## src/rtl/alu_pkg.sv

```systemverilog
// -----------------------------------------------------------------------------
// alu_pkg
// Shared definitions for the ALU, its arbiter front end, the instruction
// decoder and the bench.
//   ALU_*   : 3-bit ALU control codes. 3'b100, 3'b110 and 3'b111 are undefined
//             and make the ALU return zero.
//   NUM_REQ : number of requesters sharing the ALU.
// -----------------------------------------------------------------------------
package alu_pkg;

  localparam logic [2:0] ALU_ADD = 3'b000;
  localparam logic [2:0] ALU_SUB = 3'b001;
  localparam logic [2:0] ALU_AND = 3'b010;
  localparam logic [2:0] ALU_OR  = 3'b011;
  localparam logic [2:0] ALU_SLT = 3'b101;

  localparam int NUM_REQ = 2;

  // True when the control code selects a defined operation.
  function automatic logic alu_ctrl_defined(input logic [2:0] ctrl);
    return (ctrl == ALU_ADD) || (ctrl == ALU_SUB) || (ctrl == ALU_AND) ||
           (ctrl == ALU_OR)  || (ctrl == ALU_SLT);
  endfunction

endpackage

```

## src/rtl/alu.sv

```systemverilog
// -----------------------------------------------------------------------------
// alu
// Purely combinational ALU.
//   ctrl_i   : operation code (alu_pkg encoding)
//   op1_i    : first operand
//   op2_i    : second operand
//   result_o : ADD/SUB wrap modulo 2^DATA_WIDTH, SLT is an unsigned compare,
//              undefined codes give zero
//   eq_o     : op1_i == op2_i, independent of ctrl_i
// -----------------------------------------------------------------------------
module alu
  import alu_pkg::*;
#(
  parameter int DATA_WIDTH = 32
) (
  input  logic [2:0]            ctrl_i,
  input  logic [DATA_WIDTH-1:0] op1_i,
  input  logic [DATA_WIDTH-1:0] op2_i,
  output logic [DATA_WIDTH-1:0] result_o,
  output logic                  eq_o
);

  always_comb begin
    result_o = '0;
    unique case (ctrl_i)
      ALU_ADD: result_o = op1_i + op2_i;
      ALU_SUB: result_o = op1_i - op2_i;
      ALU_AND: result_o = op1_i & op2_i;
      ALU_OR:  result_o = op1_i | op2_i;
      ALU_SLT: result_o = {{(DATA_WIDTH-1){1'b0}}, (op1_i < op2_i)};
      default: result_o = '0;
    endcase
  end

  assign eq_o = (op1_i == op2_i);

endmodule

```

## src/rtl/alu_arbiter.sv

```systemverilog
// -----------------------------------------------------------------------------
// alu_arbiter
// Shares one ALU between two requesters with a round-robin arbiter and a
// registered, backpressured response slot per requester.
//   clk, rst_n          : clock, asynchronous active-low reset
//   reqN_valid/_ready   : request handshake (ready == grant for N)
//   reqN_ctrl/_op1/_op2 : operation presented by requester N
//   rspN_valid/_ready   : response handshake for slot N
//   rspN_result/_eq     : registered ALU result and EQ flag for slot N
//
// Handshake rules: a transfer happens on a rising edge where valid and ready
// are both high. reqN_ready depends combinationally on reqN_valid, so a
// requester must never derive its valid from ready. A response slot stays
// valid, with result/eq stable, until rspN_ready is seen high.
// -----------------------------------------------------------------------------
module alu_arbiter
  import alu_pkg::*;
#(
  parameter int DATA_WIDTH = 32
) (
  input  logic                  clk,
  input  logic                  rst_n,
  input  logic                  req0_valid,
  output logic                  req0_ready,
  input  logic [2:0]            req0_ctrl,
  input  logic [DATA_WIDTH-1:0] req0_op1,
  input  logic [DATA_WIDTH-1:0] req0_op2,
  output logic                  rsp0_valid,
  input  logic                  rsp0_ready,
  output logic [DATA_WIDTH-1:0] rsp0_result,
  output logic                  rsp0_eq,
  input  logic                  req1_valid,
  output logic                  req1_ready,
  input  logic [2:0]            req1_ctrl,
  input  logic [DATA_WIDTH-1:0] req1_op1,
  input  logic [DATA_WIDTH-1:0] req1_op2,
  output logic                  rsp1_valid,
  input  logic                  rsp1_ready,
  output logic [DATA_WIDTH-1:0] rsp1_result,
  output logic                  rsp1_eq
);

  logic                  last_grant_q, last_grant_d;
  logic                  rsp0_valid_q, rsp1_valid_q;
  logic [DATA_WIDTH-1:0] rsp0_result_q, rsp1_result_q;
  logic                  rsp0_eq_q, rsp1_eq_q;

  logic                  slot_free0, slot_free1;
  logic                  elig0, elig1;
  logic                  grant0, grant1;

  logic [2:0]            alu_ctrl;
  logic [DATA_WIDTH-1:0] alu_op1, alu_op2, alu_result;
  logic                  alu_eq;

  // A slot can take a new result if it is empty or is being drained now.
  assign slot_free0 = !rsp0_valid_q || rsp0_ready;
  assign slot_free1 = !rsp1_valid_q || rsp1_ready;

  // rst_n gates eligibility so no handshake is offered while held in reset.
  assign elig0 = rst_n && req0_valid && slot_free0;
  assign elig1 = rst_n && req1_valid && slot_free1;

  // On a tie the requester that did not win last time gets the ALU.
  assign grant0 = elig0 && (!elig1 || last_grant_q);
  assign grant1 = elig1 && (!elig0 || !last_grant_q);

  assign req0_ready = grant0;
  assign req1_ready = grant1;

  always_comb begin
    last_grant_d = last_grant_q;
    if (grant0) last_grant_d = 1'b0;
    else if (grant1) last_grant_d = 1'b1;
  end

  // Idle ALU inputs are parked at zero to keep them from toggling.
  always_comb begin
    alu_ctrl = ALU_ADD;
    alu_op1  = '0;
    alu_op2  = '0;
    if (grant0) begin
      alu_ctrl = req0_ctrl;
      alu_op1  = req0_op1;
      alu_op2  = req0_op2;
    end else if (grant1) begin
      alu_ctrl = req1_ctrl;
      alu_op1  = req1_op1;
      alu_op2  = req1_op2;
    end
  end

  alu #(
    .DATA_WIDTH (DATA_WIDTH)
  ) u_alu (
    .ctrl_i   (alu_ctrl),
    .op1_i    (alu_op1),
    .op2_i    (alu_op2),
    .result_o (alu_result),
    .eq_o     (alu_eq)
  );

  // last_grant resets to 1 so requester 0 wins the first tie.
  always_ff @(posedge clk or negedge rst_n) begin
    if (!rst_n) last_grant_q <= 1'b1;
    else        last_grant_q <= last_grant_d;
  end

  // Response slot 0: a grant loads (overwriting a draining result), a drain
  // alone only clears valid so result/eq keep their stale values.
  always_ff @(posedge clk or negedge rst_n) begin
    if (!rst_n) begin
      rsp0_valid_q  <= 1'b0;
      rsp0_result_q <= '0;
      rsp0_eq_q     <= 1'b0;
    end else if (grant0) begin
      rsp0_valid_q  <= 1'b1;
      rsp0_result_q <= alu_result;
      rsp0_eq_q     <= alu_eq;
    end else if (rsp0_ready) begin
      rsp0_valid_q  <= 1'b0;
    end
  end

  // Response slot 1: same behaviour as slot 0.
  always_ff @(posedge clk or negedge rst_n) begin
    if (!rst_n) begin
      rsp1_valid_q  <= 1'b0;
      rsp1_result_q <= '0;
      rsp1_eq_q     <= 1'b0;
    end else if (grant1) begin
      rsp1_valid_q  <= 1'b1;
      rsp1_result_q <= alu_result;
      rsp1_eq_q     <= alu_eq;
    end else if (rsp1_ready) begin
      rsp1_valid_q  <= 1'b0;
    end
  end

  assign rsp0_valid  = rsp0_valid_q;
  assign rsp0_result = rsp0_result_q;
  assign rsp0_eq     = rsp0_eq_q;
  assign rsp1_valid  = rsp1_valid_q;
  assign rsp1_result = rsp1_result_q;
  assign rsp1_eq     = rsp1_eq_q;

endmodule

```

## config.mk

```make
export PLATFORM = sky130hd
export DESIGN_NAME = alu_arbiter
export DESIGN_NICKNAME = d
export VERILOG_FILES = /design/src/rtl/alu_pkg.sv /design/src/rtl/alu.sv /design/src/rtl/alu_arbiter.sv
export SDC_FILE = /design/constraint.sdc
export NUM_CORES = 1
export LEC_CHECK = 0
export ABC_AREA = 1
export CAP_MARGIN = 20
export CELL_PAD_IN_SITES_DETAIL_PLACEMENT = 0
export CELL_PAD_IN_SITES_GLOBAL_PLACEMENT = 2
export CORE_MARGIN = 2
export CORE_UTILIZATION = 29
export CTS_CLUSTER_DIAMETER = 150
export CTS_CLUSTER_SIZE = 10
export DETAILED_ROUTE_END_ITERATION = 7
export GPL_ROUTABILITY_DRIVEN = 0
export GPL_TIMING_DRIVEN = 0
export PLACE_DENSITY_LB_ADDON = 0.1
export SLEW_MARGIN = 20
export SYNTH_ARGS = -nofsm -noshare
export SYNTH_HDL_FRONTEND = slang
export SYNTH_SLANG_ARGS = --single-unit
```

## constraint.sdc

```tcl
create_clock -name clk -period 4.9 [get_ports clk]
set_clock_uncertainty 0.05 [all_clocks]
set_input_delay 1.47 -clock clk [delete_from_list [all_inputs] [get_ports clk]]
set_output_delay 1.47 -clock clk [all_outputs]
set_load 0.005 [all_outputs]
```

# [After elaboration in Yosys (flattened, before gate mapping)]
# Index checks and enable logic that the tools add are counted.
[classes] n_reduce_logical=19 magnitude_cmp=1 bitwise_logic=2 addsub=2 muxes=13 eq_ne=5
[op_table] op="32-bit one-hot mux with 5 select lines" n=1
[op_table] op="32-bit 2-to-1 mux" n=4
[op_table] op="32-bit adder" n=1
[op_table] op="32-bit bitwise AND" n=1
[op_table] op="32-bit == test" n=1
[op_table] op="32-bit < comparator" n=1
[op_table] op="32-bit OR" n=1
[op_table] op="32-bit subtractor" n=1
[op_table] op="3-bit by 2-bit == test with 1-bit output (second input constant)" n=2
[op_table] op="1-bit logical AND" n=6
[op_table] op="1-bit 2-to-1 mux" n=6
[op_table] op="3-bit 2-to-1 mux" n=2
[op_table] op="2-bit nonzero test" n=3
[op_table] op="1-bit zero test" n=5
[op_table] op="1-bit logical OR" n=4
[op_table] op="3-bit by 1-bit == test with 1-bit output (second input constant)" n=1
[op_table] op="3-bit == test (second input constant)" n=1
[op_table] op="3-bit zero test" n=1
[word_totals] regBits=69 input_bits=140 elab_cells=49 out_inout_bits=70

# [Logic depth before layout (Yosys ltp)]
[logic_depth] depth_word=10 ltp_mapped=26 ltp_nobuf=23

# [Hierarchy]
# Synthesis repeated with hierarchy kept, for this count alone.
[unflattened] hier_cells=1810 hier_area_um2=10353.7
[by_module_without_submodules] mod="alu" n_inst=1 area_each_um2=6462.4 cells_each=1272 seq_area_each_um2=0.0
[by_module_without_submodules] mod="alu_arbiter" n_inst=1 area_each_um2=3891.2 cells_each=538 seq_area_each_um2=1727.9

# [Worst setup path after synthesis]
# Ideal clock, no wire load.
[synth_path] kind="in2reg" start="input port req0_valid" end="register rsp1_result_q[24] (netlist: rsp1_result[24])" n_path_buf=2 arrival_ps=4198 setup_ps=117 path_stages=20 path_slack_ps=535 required_time_ps=4733 cell_sequence="nand2_1 a21oi_4 nand2_2 nand2_4 buf_2 buf_1 o21a_1 inv_1 ha_1 fa_1 nand3_1 nand3_1 nand2_1 nand3_1 nand2_1 nand4_1 nand3_1 nand3_1 nand2_1 nand2_1"
[synth_via] elab_chain_len=9 elab_cells_between_ends=22 cone_classes="add/sub: 2; eq/ne: 4; mux: 7; bitwise: 2; reduce/logical: 7"
[synth_lines] element="start: declaration" line="alu_arbiter.sv:23" rtl="input logic req0_valid,"
[synth_lines] element="1-bit logical AND * (2 in a row)" line="alu_arbiter.sv:61" rtl="assign elig0 = rst_n && req0_valid && slot_free0;"
[synth_lines] element="1-bit zero test" line="alu_arbiter.sv:66" rtl="assign grant1 = elig1 && (!elig0 || !last_grant_q);"
[synth_lines] element="1-bit logical OR" line="alu_arbiter.sv:66"
[synth_lines] element="1-bit logical AND" line="alu_arbiter.sv:66"
[synth_lines] element="32-bit 2-to-1 mux / 3-bit 2-to-1 mux (equally long branches)" line="alu_arbiter.sv:86" rtl="end else if (grant1) begin"
[synth_lines] element="32-bit 2-to-1 mux / 3-bit 2-to-1 mux (equally long branches)" line="alu_arbiter.sv:82" rtl="if (grant0) begin"
[synth_lines] element="32-bit subtractor, or another cell as far along" line="alu.sv:27" rtl="ALU_SUB: result_o = op1_i - op2_i;"
[synth_lines] element="32-bit one-hot mux with 5 select lines" line="alu.sv:25" rtl="unique case (ctrl_i)"
[synth_lines] element="end signal: assignment" line="alu_arbiter.sv:133" rtl="rsp1_result_q <= alu_result;"
[synth_lines] element="end: declaration" line="alu_arbiter.sv:45" rtl="logic [DATA_WIDTH-1:0] rsp0_result_q, rsp1_result_q;"
# Mark *: on every way between the ends. The rest lies on a longest branch, timed or not.
# A chain may end at the register's enable or synchronous reset.

# [Final worst setup path]
[layout_path] start="input port req0_valid" end="output port req0_ready"
[layout_via] elab_chain_len=3
[layout_lines] element="1-bit logical AND (2 in a row)" line="alu_arbiter.sv:61"
[layout_lines] element="1-bit logical AND" line="alu_arbiter.sv:65" rtl="assign grant0 = elig0 && (!elig1 || last_grant_q);"
[layout_lines] element="end: declaration" line="alu_arbiter.sv:24" rtl="output logic req0_ready,"
# No other way between the ends.

==> flow_summary_export.csv <==
group,metric,value,unit
global_routing,grt_pass1_wl,68100,µm
power,power.leakage,0.00836,µW
setup_path,required,3.38,ns
placement,port-buffer-count,209,
finish,area_growth,40.6,%
synthesis,synth.avg_cell_area,5.52,µm²
synthesis,ys_top_cells_by_area,"nand2_1, dfrtp_1, inv_1",
timing,timing.final.crit_share,97.3,%
clock_network,clock_path_buffers,2,
routing,vias_per_cell,4.63,
routing,drt_iter0_markers,754,
global_routing,grt_pass1_vias,11517,
routing,drc,0,
synthesis,yosys_warnings,0,
setup_path,r2r-end,"rsp0_result[31]",
timing,rsz0062_at_grt,"false",
setup_path,r2r_start,"rsp0_valid",
routing,wl_per_cell,17.8,µm
synthesis,ys_seq_elements,69,
timing,slew-limit-headroom,61.8,%
setup_path,cp_slowest_cell,"clkdlybuf4s50_1",
global_routing,grt.total_usage,23.9,%
floorplanning,die-area,37400,µm²
run_status,status,"finished clean",
synthesis,synth_commonest_cells,"nand2_1, inv_1, nand3_1, nor2_1, ha_1",
finish,num_antenna_cells,0,
setup_path,max_stage_delay,0.51,ns
synthesis,synth_async_sr_flop_share,100,%
floorplanning,initial_utilization,29.4,%
synthesis,synth_top_area_cell,"nand2_1",
power,ir_drop,0.308,mV
synthesis,synth-edff-count,0,
setup_path,reg2reg_setup_slack,1.44,ns
global_routing,grt_overflow,0,
timing,fmax,210,MHz
synthesis,synth_cells,1884,
placement,place_ws,-1.78,ns
clock_network,root_buffer,"clkbuf_16",
floorplanning,die_w,193,µm
placement,place_hpwl,37200,µm
timing,holdWs,0.426,ns
setup_path,crit_path_end_kind,"primary output",
finish,final_util,41.3,%
clock_network,clkTransAtPathRegs,0.06,ns
clock_network,cts_buffers,9,
synthesis,synth-main-ff-cell,"dfrtp_1",
timing,setup_violations,0,
setup_path,critPathKind,"in -> out",
run,cap_viol_max_count,0,
floorplanning,fp.dieH,193,µm
synthesis,ys_seq_area_share,16.6,%
routing,wl,45700,µm
clock_network,tritoncts,"done",
synthesis,yosysMostFrequentCell,"nand2_1",
floorplanning,io_pins,210,
timing,worst_pin_slew,0.573,ns
setup_path,crit_start,"req0_valid",
clock_network,clk_latency,0.33,ns
clock_network,cts_sinks,69,
finish,nets,2350,
power,power_density,250,nW/µm²
finish,fillCellCount,3987,
floorplanning,placementRows,69,
timing,min_period,4.77,ns
synthesis,synth_fp_nets,2126,
timing,setup_ws,0.133,ns
setup_path,setup.worst_path.end,"req0_ready",
clock_network,h-tree-depth,3,
setup_path,path_cells,"clkdlybuf4s50_1 -> nand2_1 -> a21oi_4 -> nand2_4 -> inv_2 -> buf_12 -> buf_6 -> clkdlybuf4s50_1",
setup_path,reg2regPathDepth,22,
setup_path,crit_top_cell,"clkdlybuf4s50_1",
synthesis,synth_cell_types,38,
global_routing,antenna_found_initial,0,
min_path,hp-class,"reg -> reg",
setup_path,crit_arrival,3.25,ns
floorplanning,coreArea,35400,µm²
setup_path,crit_fanout,10,
timing,fin_setup_tns,0,ns
routing,vias,11927,
routing,ant_nets,0,
global_routing,grt_max_degree,28,
routing,drt_first_pass_iters,5,
synthesis,yosysTopAreaCellShare,26.3,%
finish,drive_above_1_share,12.5,%
setup_path,startpoint_type,"input pin",
synthesis,synthesis.area,10400,µm²
timing,hold_viol_final,0,
timing,drv_slew,0,
what timing repair did:
action                     CTS  global route
setup endpoints to repair   68            58
hold buffers                 0             0
gates resized for setup    126           147
buffers inserted             1            19
pin swaps                    0            12
gates cloned                 2             1
how the worst min path moves through the flow:
stage                       to  cells past startpoint             from  slack (ns)
6_report       rsp1_result[19]                      2  rsp1_result[19]        0.43
3_3_place_gp           rsp1_eq                      2          rsp1_eq        0.41
2_1_floorplan   rsp0_result[0]                      2   rsp0_result[0]        0.42
5_1_grt        rsp0_result[11]                      2  rsp0_result[11]        0.46
4_1_cts        rsp1_result[19]                      2  rsp1_result[19]        0.43
3_5_place_dp   rsp1_result[19]                      2  rsp1_result[19]        0.42
power by group:
part	internal (µW)	total [µW]	leakage [µW]	switching (µW)
logic	900	2150	0.00730	1250
clock network	458	703	0.000158	244
registers	717	806	0.000904	88.9
per-stage QoR:
step,total power (µW),cell area [µm²],instances
final,3650,14600,2574
after global routing,3910,14600,2574
after CTS,3500,13800,2556
after detailed placement,2710,13100,2555
after global placement,2700,13100,2554
after floorplan,1820,10400,1884
final cells by class:
cell class                 instances  area (µm²)  area share (%)
clock inverter                     6        86.3           0.591
sequential                        69        1730            11.8
clock buffer                      10         239            1.64
tap                              461         577            3.95
timing repair buffer             233        2360            16.2
buffer                            49         417            2.85
inverter                         413        1550            10.6
multi-input combinational       1333        7640            52.3
layer usage:
metal  vias to the layer above  part of all wire [%]  GRT usage, %  wire [µm]
met5                         -                     0             0          0
met4                         0                   3.1          8.06       1400
met3                        45                   4.8          1.50       2190
met2                       331                    44          38.1      20100
met1                      5444                    48          34.1      22000
li1                       6107                     -             -          -
registers in the layout, summed over array words and instances, names as in the netlist:
register	flops
last_grant_q	1
rsp0_eq	1
rsp0_result	32
rsp0_valid	1
rsp1_eq	1
rsp1_result	32
rsp1_valid	1
critical path: cells and delay by family:
kind            cells  cell delay [ns]
simple gates        2             0.18
buf+inv             5             1.37
compound gates      1             0.22
logic make-up (layout without fill, tap and decap cells):
| family | Yosys count | after routing | share of synthesized area (%) |
|---|---|---|---|
| buffers and inverters | 482 | 711 | 18.0 |
| flip-flops | 69 | 69 | 16.6 |
| AO/OA/AOI/OAI | 146 | 146 | 9.15 |
| XOR/XNOR | 13 | 13 | 1.10 |
| adder cells (fa/ha/maj) | 102 | 102 | 12.4 |
| AND/OR/NAND/NOR | 1072 | 1072 | 42.7 |
cell usage in the layout (no fill, tap or decap), types with 15 or more instances in the layout:
cell	synthesis	routed
ha_1	100	78
buf_4	8	32
nor2_1	103	74
nor2_2	2	22
a21oi_1	42	29
o21a_1	61	53
dfrtp_1	68	68
o21ai_1	14	15
clkdlybuf4s50_1	0	208
inv_1	403	399
nand2_1	729	695
nand3_2	0	21
nand4_1	28	28
nand3_1	172	143
nand2_2	4	29
No activity file was read; power rests on OpenSTA's default activity.
